===== config.mk =====
export PLATFORM = sky130hd
export DESIGN_NAME = multicycle_subtractor_flat
export DESIGN_NICKNAME = d
export VERILOG_FILES = /design/src/rtl/multicycle_subtractor_pkg.sv /design/src/rtl/multicycle_subtractor_if.sv /design/src/rtl/multicycle_subtractor_slice.sv /design/src/rtl/multicycle_subtractor.sv /design/src/flat_wrapper.sv
export SDC_FILE = /design/constraint.sdc
export NUM_CORES = 1
export LEC_CHECK = 0
export BUFFER_PORTS_ARGS = -buffer_cell sky130_fd_sc_hd__buf_2
export CAP_MARGIN = 0
export CORE_MARGIN = 5
export CORE_UTILIZATION = 41
export DETAILED_ROUTE_END_ITERATION = 6
export PLACE_DENSITY_LB_ADDON = 0.05
export SYNTH_ARGS = -nofsm -noshare
export SYNTH_HDL_FRONTEND = slang
export SYNTH_SLANG_ARGS = --single-unit

===== constraint.sdc =====
create_clock -name clk -period 4 [get_ports clk]
set_clock_uncertainty 0.15 [all_clocks]
set_input_delay 0.6 -clock clk [delete_from_list [all_inputs] [get_ports clk]]
set_output_delay 0.6 -clock clk [all_outputs]
set_load 0.03 [all_outputs]

===== src/rtl/multicycle_subtractor_pkg.sv =====
// Shared definitions for the multicycle subtractor: FSM state encoding and
// the helper that sizes the slice counter.
package multicycle_subtractor_pkg;

    typedef logic [1:0] state_t;

    localparam state_t ST_IDLE = 2'd0;
    localparam state_t ST_RUN  = 2'd1;
    localparam state_t ST_DONE = 2'd2;

    // Bits needed to count n slices; never narrower than one bit so NSLICE=1 still works
    function automatic int cnt_width(input int n);
        int w;
        w = 1;
        while ((1 << w) < n) begin
            w = w + 1;
        end
        return w;
    endfunction

endpackage


===== src/rtl/multicycle_subtractor_if.sv =====
// Start/busy/done handshake and result bus of the multicycle subtractor.
interface multicycle_subtractor_if #(
    parameter int WIDTH = 16
);
    logic             start;
    logic [WIDTH-1:0] x;
    logic [WIDTH-1:0] y;
    logic             bin;
    logic             busy;
    logic             done;
    logic [WIDTH-1:0] d;
    logic             bout;
    logic             overflow;
    logic             zero;

    modport master (
        output start, x, y, bin,
        input  busy, done, d, bout, overflow, zero
    );

    modport slave (
        input  start, x, y, bin,
        output busy, done, d, bout, overflow, zero
    );
endinterface


===== src/rtl/multicycle_subtractor_slice.sv =====
// Combinational SLICE-bit ripple-borrow subtractor: {bo, diff} = a - b - bi.
module subtractor_slice #(
    parameter int SLICE = 4
) (
    input  logic [SLICE-1:0] a,
    input  logic [SLICE-1:0] b,
    input  logic             bi,
    output logic [SLICE-1:0] diff,
    output logic             bo
);
    logic [SLICE:0] t;

    // A negative result in SLICE+1 bits shows up as a set top bit, which is the borrow
    assign t    = {1'b0, a} - {1'b0, b} - {{SLICE{1'b0}}, bi};
    assign diff = t[SLICE-1:0];
    assign bo   = t[SLICE];
endmodule


===== src/rtl/multicycle_subtractor.sv =====
// N-bit subtractor that processes one SLICE-bit chunk per clock, LSB first,
// carrying the borrow between cycles in a register.
module multicycle_subtractor
    import multicycle_subtractor_pkg::*;
#(
    parameter int WIDTH = 16,
    parameter int SLICE = 4
) (
    input logic                  clk,
    input logic                  rst,
    multicycle_subtractor_if.slave bus
);
    localparam int NSLICE = WIDTH / SLICE;
    localparam int CW     = cnt_width(NSLICE);
    localparam logic [CW-1:0] LAST = CW'(NSLICE - 1);

    state_t           state;
    logic [CW-1:0]    cnt;
    logic [WIDTH-1:0] xr;
    logic [WIDTH-1:0] yr;
    logic [WIDTH-1:0] acc;
    logic [WIDTH-1:0] acc_next;
    logic             breg;
    logic [SLICE-1:0] xs;
    logic [SLICE-1:0] ys;
    logic [SLICE-1:0] s;
    logic             bo;
    logic [WIDTH-1:0] d_r;
    logic             bout_r;
    logic             ovf_r;
    logic             zero_r;

    assign xs = xr[cnt*SLICE +: SLICE];
    assign ys = yr[cnt*SLICE +: SLICE];

    subtractor_slice #(.SLICE(SLICE)) u_slice (
        .a    (xs),
        .b    (ys),
        .bi   (breg),
        .diff (s),
        .bo   (bo)
    );

    // Accumulator with the current slice already merged, so the final cycle can publish it directly
    always_comb begin
        acc_next = acc;
        acc_next[cnt*SLICE +: SLICE] = s;
    end

    always_ff @(posedge clk or posedge rst) begin
        if (rst) begin
            state  <= ST_IDLE;
            cnt    <= '0;
            xr     <= '0;
            yr     <= '0;
            acc    <= '0;
            breg   <= 1'b0;
            d_r    <= '0;
            bout_r <= 1'b0;
            ovf_r  <= 1'b0;
            zero_r <= 1'b0;
        end else begin
            case (state)
                ST_RUN: begin
                    acc  <= acc_next;
                    breg <= bo;
                    cnt  <= cnt + 1'b1;
                    if (cnt == LAST) begin
                        d_r    <= acc_next;
                        bout_r <= bo;
                        ovf_r  <= (xr[WIDTH-1] ^ yr[WIDTH-1]) & (acc_next[WIDTH-1] ^ xr[WIDTH-1]);
                        zero_r <= ~|acc_next;
                        state  <= ST_DONE;
                    end
                end
                // IDLE and DONE both accept a new request; DONE falls back to IDLE otherwise
                default: begin
                    if (bus.start) begin
                        xr    <= bus.x;
                        yr    <= bus.y;
                        breg  <= bus.bin;
                        cnt   <= '0;
                        state <= ST_RUN;
                    end else begin
                        state <= ST_IDLE;
                    end
                end
            endcase
        end
    end

    assign bus.busy     = (state == ST_RUN);
    assign bus.done     = (state == ST_DONE);
    assign bus.d        = d_r;
    assign bus.bout     = bout_r;
    assign bus.overflow = ovf_r;
    assign bus.zero     = zero_r;
endmodule


===== src/flat_wrapper.sv =====
// flat-port wrapper written by rule: the top's interface ports become plain ports
module multicycle_subtractor_flat import multicycle_subtractor_pkg::*;
#(
    parameter int WIDTH = 16,
    parameter int SLICE = 4
)
  (clk, rst, bus_start, bus_x, bus_y, bus_bin, bus_busy, bus_done, bus_d, bus_bout, bus_overflow, bus_zero);
  multicycle_subtractor_if #(.WIDTH(WIDTH)) bus_i ();
  input logic clk;
  input logic rst;
  input wire logic [$bits(bus_i.start)-1:0] bus_start;
  input wire logic [$bits(bus_i.x)-1:0] bus_x;
  input wire logic [$bits(bus_i.y)-1:0] bus_y;
  input wire logic [$bits(bus_i.bin)-1:0] bus_bin;
  output wire logic [$bits(bus_i.busy)-1:0] bus_busy;
  output wire logic [$bits(bus_i.done)-1:0] bus_done;
  output wire logic [$bits(bus_i.d)-1:0] bus_d;
  output wire logic [$bits(bus_i.bout)-1:0] bus_bout;
  output wire logic [$bits(bus_i.overflow)-1:0] bus_overflow;
  output wire logic [$bits(bus_i.zero)-1:0] bus_zero;
  assign bus_i.start = bus_start;
  assign bus_i.x = bus_x;
  assign bus_i.y = bus_y;
  assign bus_i.bin = bus_bin;
  assign bus_busy = bus_i.busy;
  assign bus_done = bus_i.done;
  assign bus_d = bus_i.d;
  assign bus_bout = bus_i.bout;
  assign bus_overflow = bus_i.overflow;
  assign bus_zero = bus_i.zero;
  multicycle_subtractor #(.WIDTH(WIDTH), .SLICE(SLICE)) u_core (.clk(clk), .rst(rst), .bus(bus_i));
endmodule

[Word level (Yosys, flattened, before mapping)]
Index checks and enable logic that the tools add are counted.
Word-level totals
  bits in registers: 72
  bits of input ports: 36
Operators by class
  $add $sub $neg: 4
  eq/ne operators: 4
  shifts and indexed selects: 4
  mux-type cells: 8
  bitwise logic cells: 4
  reductions and logical operators: 5
Operators with widths (number)
  $neg A4 Y34: 1
  $shift A4 B34 Y16 const A: 1
  $shiftx A4 B34 Y16: 1
  $shiftx A16 B5 Y4: 2
  $bwmux W16: 1
  $reduce_or A16 Y1: 1
  $mux W2: 4
  $sub A4 B4 Y5: 1
  $sub A5 B1 Y5: 1
  $eq A2 B2 Y1 const B: 2
  $reduce_and A2 Y1: 2
  $mux W1: 3
  $add A2 B1 Y2 const B: 1
  $eq A2 B1 Y1 const B: 1
  $ne A2 B1 Y1 const B: 1
  $reduce_bool A2 Y1: 1
  $xor A1 B1 Y1: 2
  $and A1 B1 Y1: 1
  $logic_not A1 Y1: 1
  $not A1 Y1: 1

[Longest topological paths before layout]
  depth after elaboration: 7
  gate-level depth with buffers: 12
  gate-level depth less buffers: 10

[Modules after synthesis]
Synthesis repeated with hierarchy kept, for this count alone.
Unflattened totals
  cells, all modules: 301
  area, all modules: 3568.4 um^2
By module, submodules not included
  multicycle_subtractor: times used 1, cells each 277, area an instance 3360.7 um^2, seq. area each 1801.7 um^2
  subtractor_slice: times used 1, cells each 24, area an instance 207.7 um^2, seq. area each 0.0 um^2

[Worst setup path before layout]
OpenSTA, ideal clock, no wires.
  kind: register to register
  start point: register u_core.cnt[0]
  end point: register u_core.zero_r (netlist: u_core.bus.zero)
  library setup time: 0.067 ns
  arrival time: 3.337 ns
  required time: 3.783 ns
  path slack: 0.445 ns
  stages on the path, launching flop included: 12
  path buffers: 2
  period minus slack after synthesis: 3.555 ns
  path through: dfrtp_1 -> buf_2 -> mux4_2 -> ha_1 -> inv_1 -> ha_1 -> or4b_1 -> o32ai_1 -> and3b_1 -> buf_6 -> a2111oi_4 -> a32o_1
On the way
  word-level cells in the longest chain between the ends: 7
Ends and longest elaborated chain
  start, declared: RTL line multicycle_subtractor.sv:18  | logic [CW-1:0] cnt;
  start signal, assigned: RTL line multicycle_subtractor.sv:67  | cnt <= cnt + 1'b1;
  $shiftx A16 B5 Y4 (on tied branches): RTL line multicycle_subtractor.sv:33, multicycle_subtractor.sv:34
  $sub A4 B4 Y5: RTL line multicycle_subtractor_slice.sv:14  | assign t = {1'b0, a} - {1'b0, b} - {{SLICE{1'b0}}, bi};
  $sub A5 B1 Y5: RTL line multicycle_subtractor_slice.sv:14
  $shiftx A4 B34 Y16: RTL line multicycle_subtractor.sv:47  | acc_next[cnt*SLICE +: SLICE] = s;
  $bwmux W16: RTL line multicycle_subtractor.sv:47
  $reduce_or A16 Y1: RTL line multicycle_subtractor.sv:72  | zero_r <= ~|acc_next;
  $logic_not A1 Y1: RTL line multicycle_subtractor.sv:72
  end signal, assigned: RTL line multicycle_subtractor.sv:72
  end, declared: RTL line multicycle_subtractor.sv:31  | logic zero_r;
Several ways; a longest one is shown, not always the timed one.
A chain may end at the register's enable or synchronous reset.

[Worst setup path in the final report]
Ends and elaborated chain as after synthesis.

==> impl_metrics.yaml <==
sta:
  fin_setup_tns_ns: 0
  final_min_period_over_clock_period_pct: 90.45
  final-hold-violation-count: 0
  slew_viol_final: 0
  maxClockFrequency_mhz: 276.4
  timing.max_slew.rel_slack_pct: 36.64
  timing.final.setup_violations: 0
  grt_setup_unrepaired: "false"
  fin_crit_ns: 3.618
  worst_slew_pin_slew_ns: 0.9490
final_layout:
  layout.nets: 409
  proportion_of_layout_cells_with_a_drive_suffix_above_1_pct: 35.34
  syn2layout_area_growth_pct: 18.06
  antennaDiodeCount: 0
  layout.filler_cells: 784
  multi_input_area_mm2: 0.001553
  layout.area.seq_mm2: 0.001802
global_route:
  pin_count_of_the_biggest_net_entering_global_routing: 44
  first_pass_grt_wire_length_um: 12670
  groute.usage.overall_pct: 16.13
  vias_in_the_first_global_route: 2489
  antenna_violations_before_repair: 0
  overall_overflow_remaining_after_global_route: 0
clocking:
  clk_tree_root_cell: "sky130_fd_sc_hd__clkbuf_8"
  ctsHtreeMaxLevel: 3
  cts.hold.buffers_added: 0
  cts_post_setup_buffers_inserted: 0
  number_of_gates_resized_after_cts: 0
  tritoncts.num_buffers: 9
  clock_latency_of_the_later_clocked_register_in_the_worst_skew_pair_ns: 0.34
  cts_tree: "done"
  clk_transition_reported_paths_ns: 0.07
  tritoncts_num_sinks: 72
  clockBufferDepth: 2
routing:
  wl_per_cell_um: 16.41
  detail_route.first_pass.iterations: 4
  drt-total-wl_um: 7711
  drc: 0
  drtAntennaViolNets: 0
  drt-initial-drc-count: 77
  avg_vias_per_cell: 5.221
  via_count: 2454
logic_synthesis:
  synth.most_common_cell: "sky130_fd_sc_hd__dfrtp_1"
  ys_dominant_reg_cell: "sky130_fd_sc_hd__dfrtp_1"
  simple_gate_fraction_of_synth_area_pct: 10.75
  syn-num-nets: 344
  mappedNetlistArea_mm2: 0.003492
  synth_largest_type_area_fraction_pct: 51.59
  post_synth_most_frequent_cells: "sky130_fd_sc_hd__dfrtp_1 (72), sky130_fd_sc_hd__mux2_2 (34), sky130_fd_sc_hd__nand2_1 (24), sky130_fd_sc_hd__nor2_1 (20), sky130_fd_sc_hd__inv_1 (16)"
  synth_cell_types: 47
  muxShareOfSynthArea_pct: 16.48
  synth_area_in_compound_gates_pct: 12.00
  yosysSeqAreaShare_pct: 51.59
  synth_largest_area_cell: "sky130_fd_sc_hd__dfrtp_1"
  synth-adder-area-share_pct: 4.729
  synth_edf_count: 0
  synth.ff_latch_count: 72
  synth_xor_xnor_area_share_pct: 0.5016
  synth.area.top_cells: "sky130_fd_sc_hd__dfrtp_1 (52%), sky130_fd_sc_hd__mux2_2 (11%), sky130_fd_sc_hd__mux4_2 (4.5%)"
  syn-mean-instance-area_um2: 11.80
  ys_warn_count: 0
  synth_top_family_by_area: "multiplexers"
  asyncSetResetFlopFracSynth_pct: 100.0
  postSynthCellCount: 296
worst_setup_path:
  critical_path.slowest_cell: "sky130_fd_sc_hd__dfrtp_1"
  max_stage_delay_ns: 0.52
  worst_path_most_repeated_cell: "sky130_fd_sc_hd__and3b_1"
  criticalPathCategory: "reg2reg"
  crit_chain: "buf_4 > mux4_2 > fa_1 > ha_1 > and3b_1 > a221oi_1 > and3b_1 > a31oi_1 > a32o_1"
  timing.critical_path.to_type: "flop"
  worst-endpoint-arrival_ns: 3.70
  required_ns: 4.09
  critical_path.max_fanout: 7
  timing.critical_path.from_type: "flop"
die:
  io_pins: 57
  floorplan.initialDensity_pct: 42.29
  floorplan.die_area_mm2: 0.01046
  rows: 33
  fp.dieH_um: 102.3
  placeableCoreArea_mm2: 0.008258
  die_width_um: 102.3
status:
  run_status: "complete, no violations"
place:
  dpl.hpwl_um: 5650
  globalplace.congestion: 0.7579
  port-buffer-count: 56
hold_path:
  hold_class: "in2async"
run:
  maxCapViolations: 0
[metrics by stage]
step	hold slack (ns)	util [%]	setup slack, ns	instances	instance area, um2
floorplan	0.2922	-	0.4452	296	3492
global placement	0.3090	47.67	0.4585	455	3936
detailed placement	0.3160	47.67	0.3716	455	3936
CTS	0.3108	49.92	0.3380	470	4123
global route	0.3174	49.92	0.1415	470	4123
finish	0.3144	49.92	0.3820	470	4123
[critical path: cells and delay by family (launching register included)]
kind,cells,cell delay (ns)
mux,1,0.51
simple gates,2,0.64
fa+ha+maj,2,0.73
compound gates,3,0.75
flops,1,0.52
buf+inv,1,0.21
[flip-flops by register name, indices dropped and copies added (netlist names)]
register             count
u_core.acc              16
u_core.bus.d            16
u_core.xr               16
u_core.yr               16
u_core.cnt               2
u_core.state             2
u_core.breg              1
u_core.bus.bout          1
u_core.bus.overflow      1
u_core.bus.zero          1
[kinds of logic (layout without fill, tap and decap cells)]
| kind of cell | count (synthesis) | after routing |
|---|---|---|
| xor+xnor | 2 | 2 |
| buf+inv | 32 | 101 |
| simple gates | 75 | 75 |
| mux | 44 | 44 |
| fa+ha+maj | 12 | 12 |
| compound gates | 59 | 59 |
| flops | 72 | 72 |
[cell usage in the layout (no fill, tap or decap), types with 6 or more instances in the layout]
| cell type | n |
|---|---|
| sky130_fd_sc_hd__buf_2 | 56 |
| sky130_fd_sc_hd__a21oi_1 | 11 |
| sky130_fd_sc_hd__inv_1 | 15 |
| sky130_fd_sc_hd__nor2b_1 | 7 |
| sky130_fd_sc_hd__mux4_2 | 7 |
| sky130_fd_sc_hd__nor2_1 | 20 |
| sky130_fd_sc_hd__o21ai_0 | 14 |
| sky130_fd_sc_hd__dfrtp_1 | 72 |
| sky130_fd_sc_hd__buf_4 | 11 |
| sky130_fd_sc_hd__a22o_1 | 8 |
| sky130_fd_sc_hd__clkbuf_8 | 10 |
| sky130_fd_sc_hd__mux2_2 | 34 |
| sky130_fd_sc_hd__a31oi_1 | 6 |
| sky130_fd_sc_hd__ha_1 | 10 |
| sky130_fd_sc_hd__nand2_1 | 24 |
[final timing paths]
check                                start               to  slack [ns]  depth (start not counted)
max                          u_core.cnt[0]  u_core.bus.zero        0.38                          9
min                                    rst  u_core.bus.d[1]        0.31                          2
max reg2reg                  u_core.cnt[0]  u_core.bus.zero        0.38                          9
min reg2reg                u_core.bus.bout  u_core.bus.bout        0.33                          2
max in group asynchronous              rst    u_core.xr[13]        2.71                          3
min in group clk           u_core.bus.bout  u_core.bus.bout        0.33                          2
[per-layer routing]
metal | routed length (um) | vias up | GRT usage [%]
met5 | 0 | - | 0
met4 | 121 | 0 | 5.752
met3 | 304 | 10 | 4.164
met2 | 3881 | 40 | 26.89
met1 | 3403 | 1211 | 20.31
li1 | - | 1193 | -
[cell type report]
cell class / instances / share of cell area [%]
Timing Repair Buffer: 68 / 9.287
Clock buffer: 11 / 3.429
Inverter: 18 / 1.639
Clock inverter: 4 / 1.093
Sequential cell: 72 / 43.70
Tap cell: 105 / 3.187
Multi-Input combinational cell: 192 / 37.66
Power is left out: the tool's default activity adds up to more than one toggle a clock period on the data nets, which glitch-free logic cannot reach.
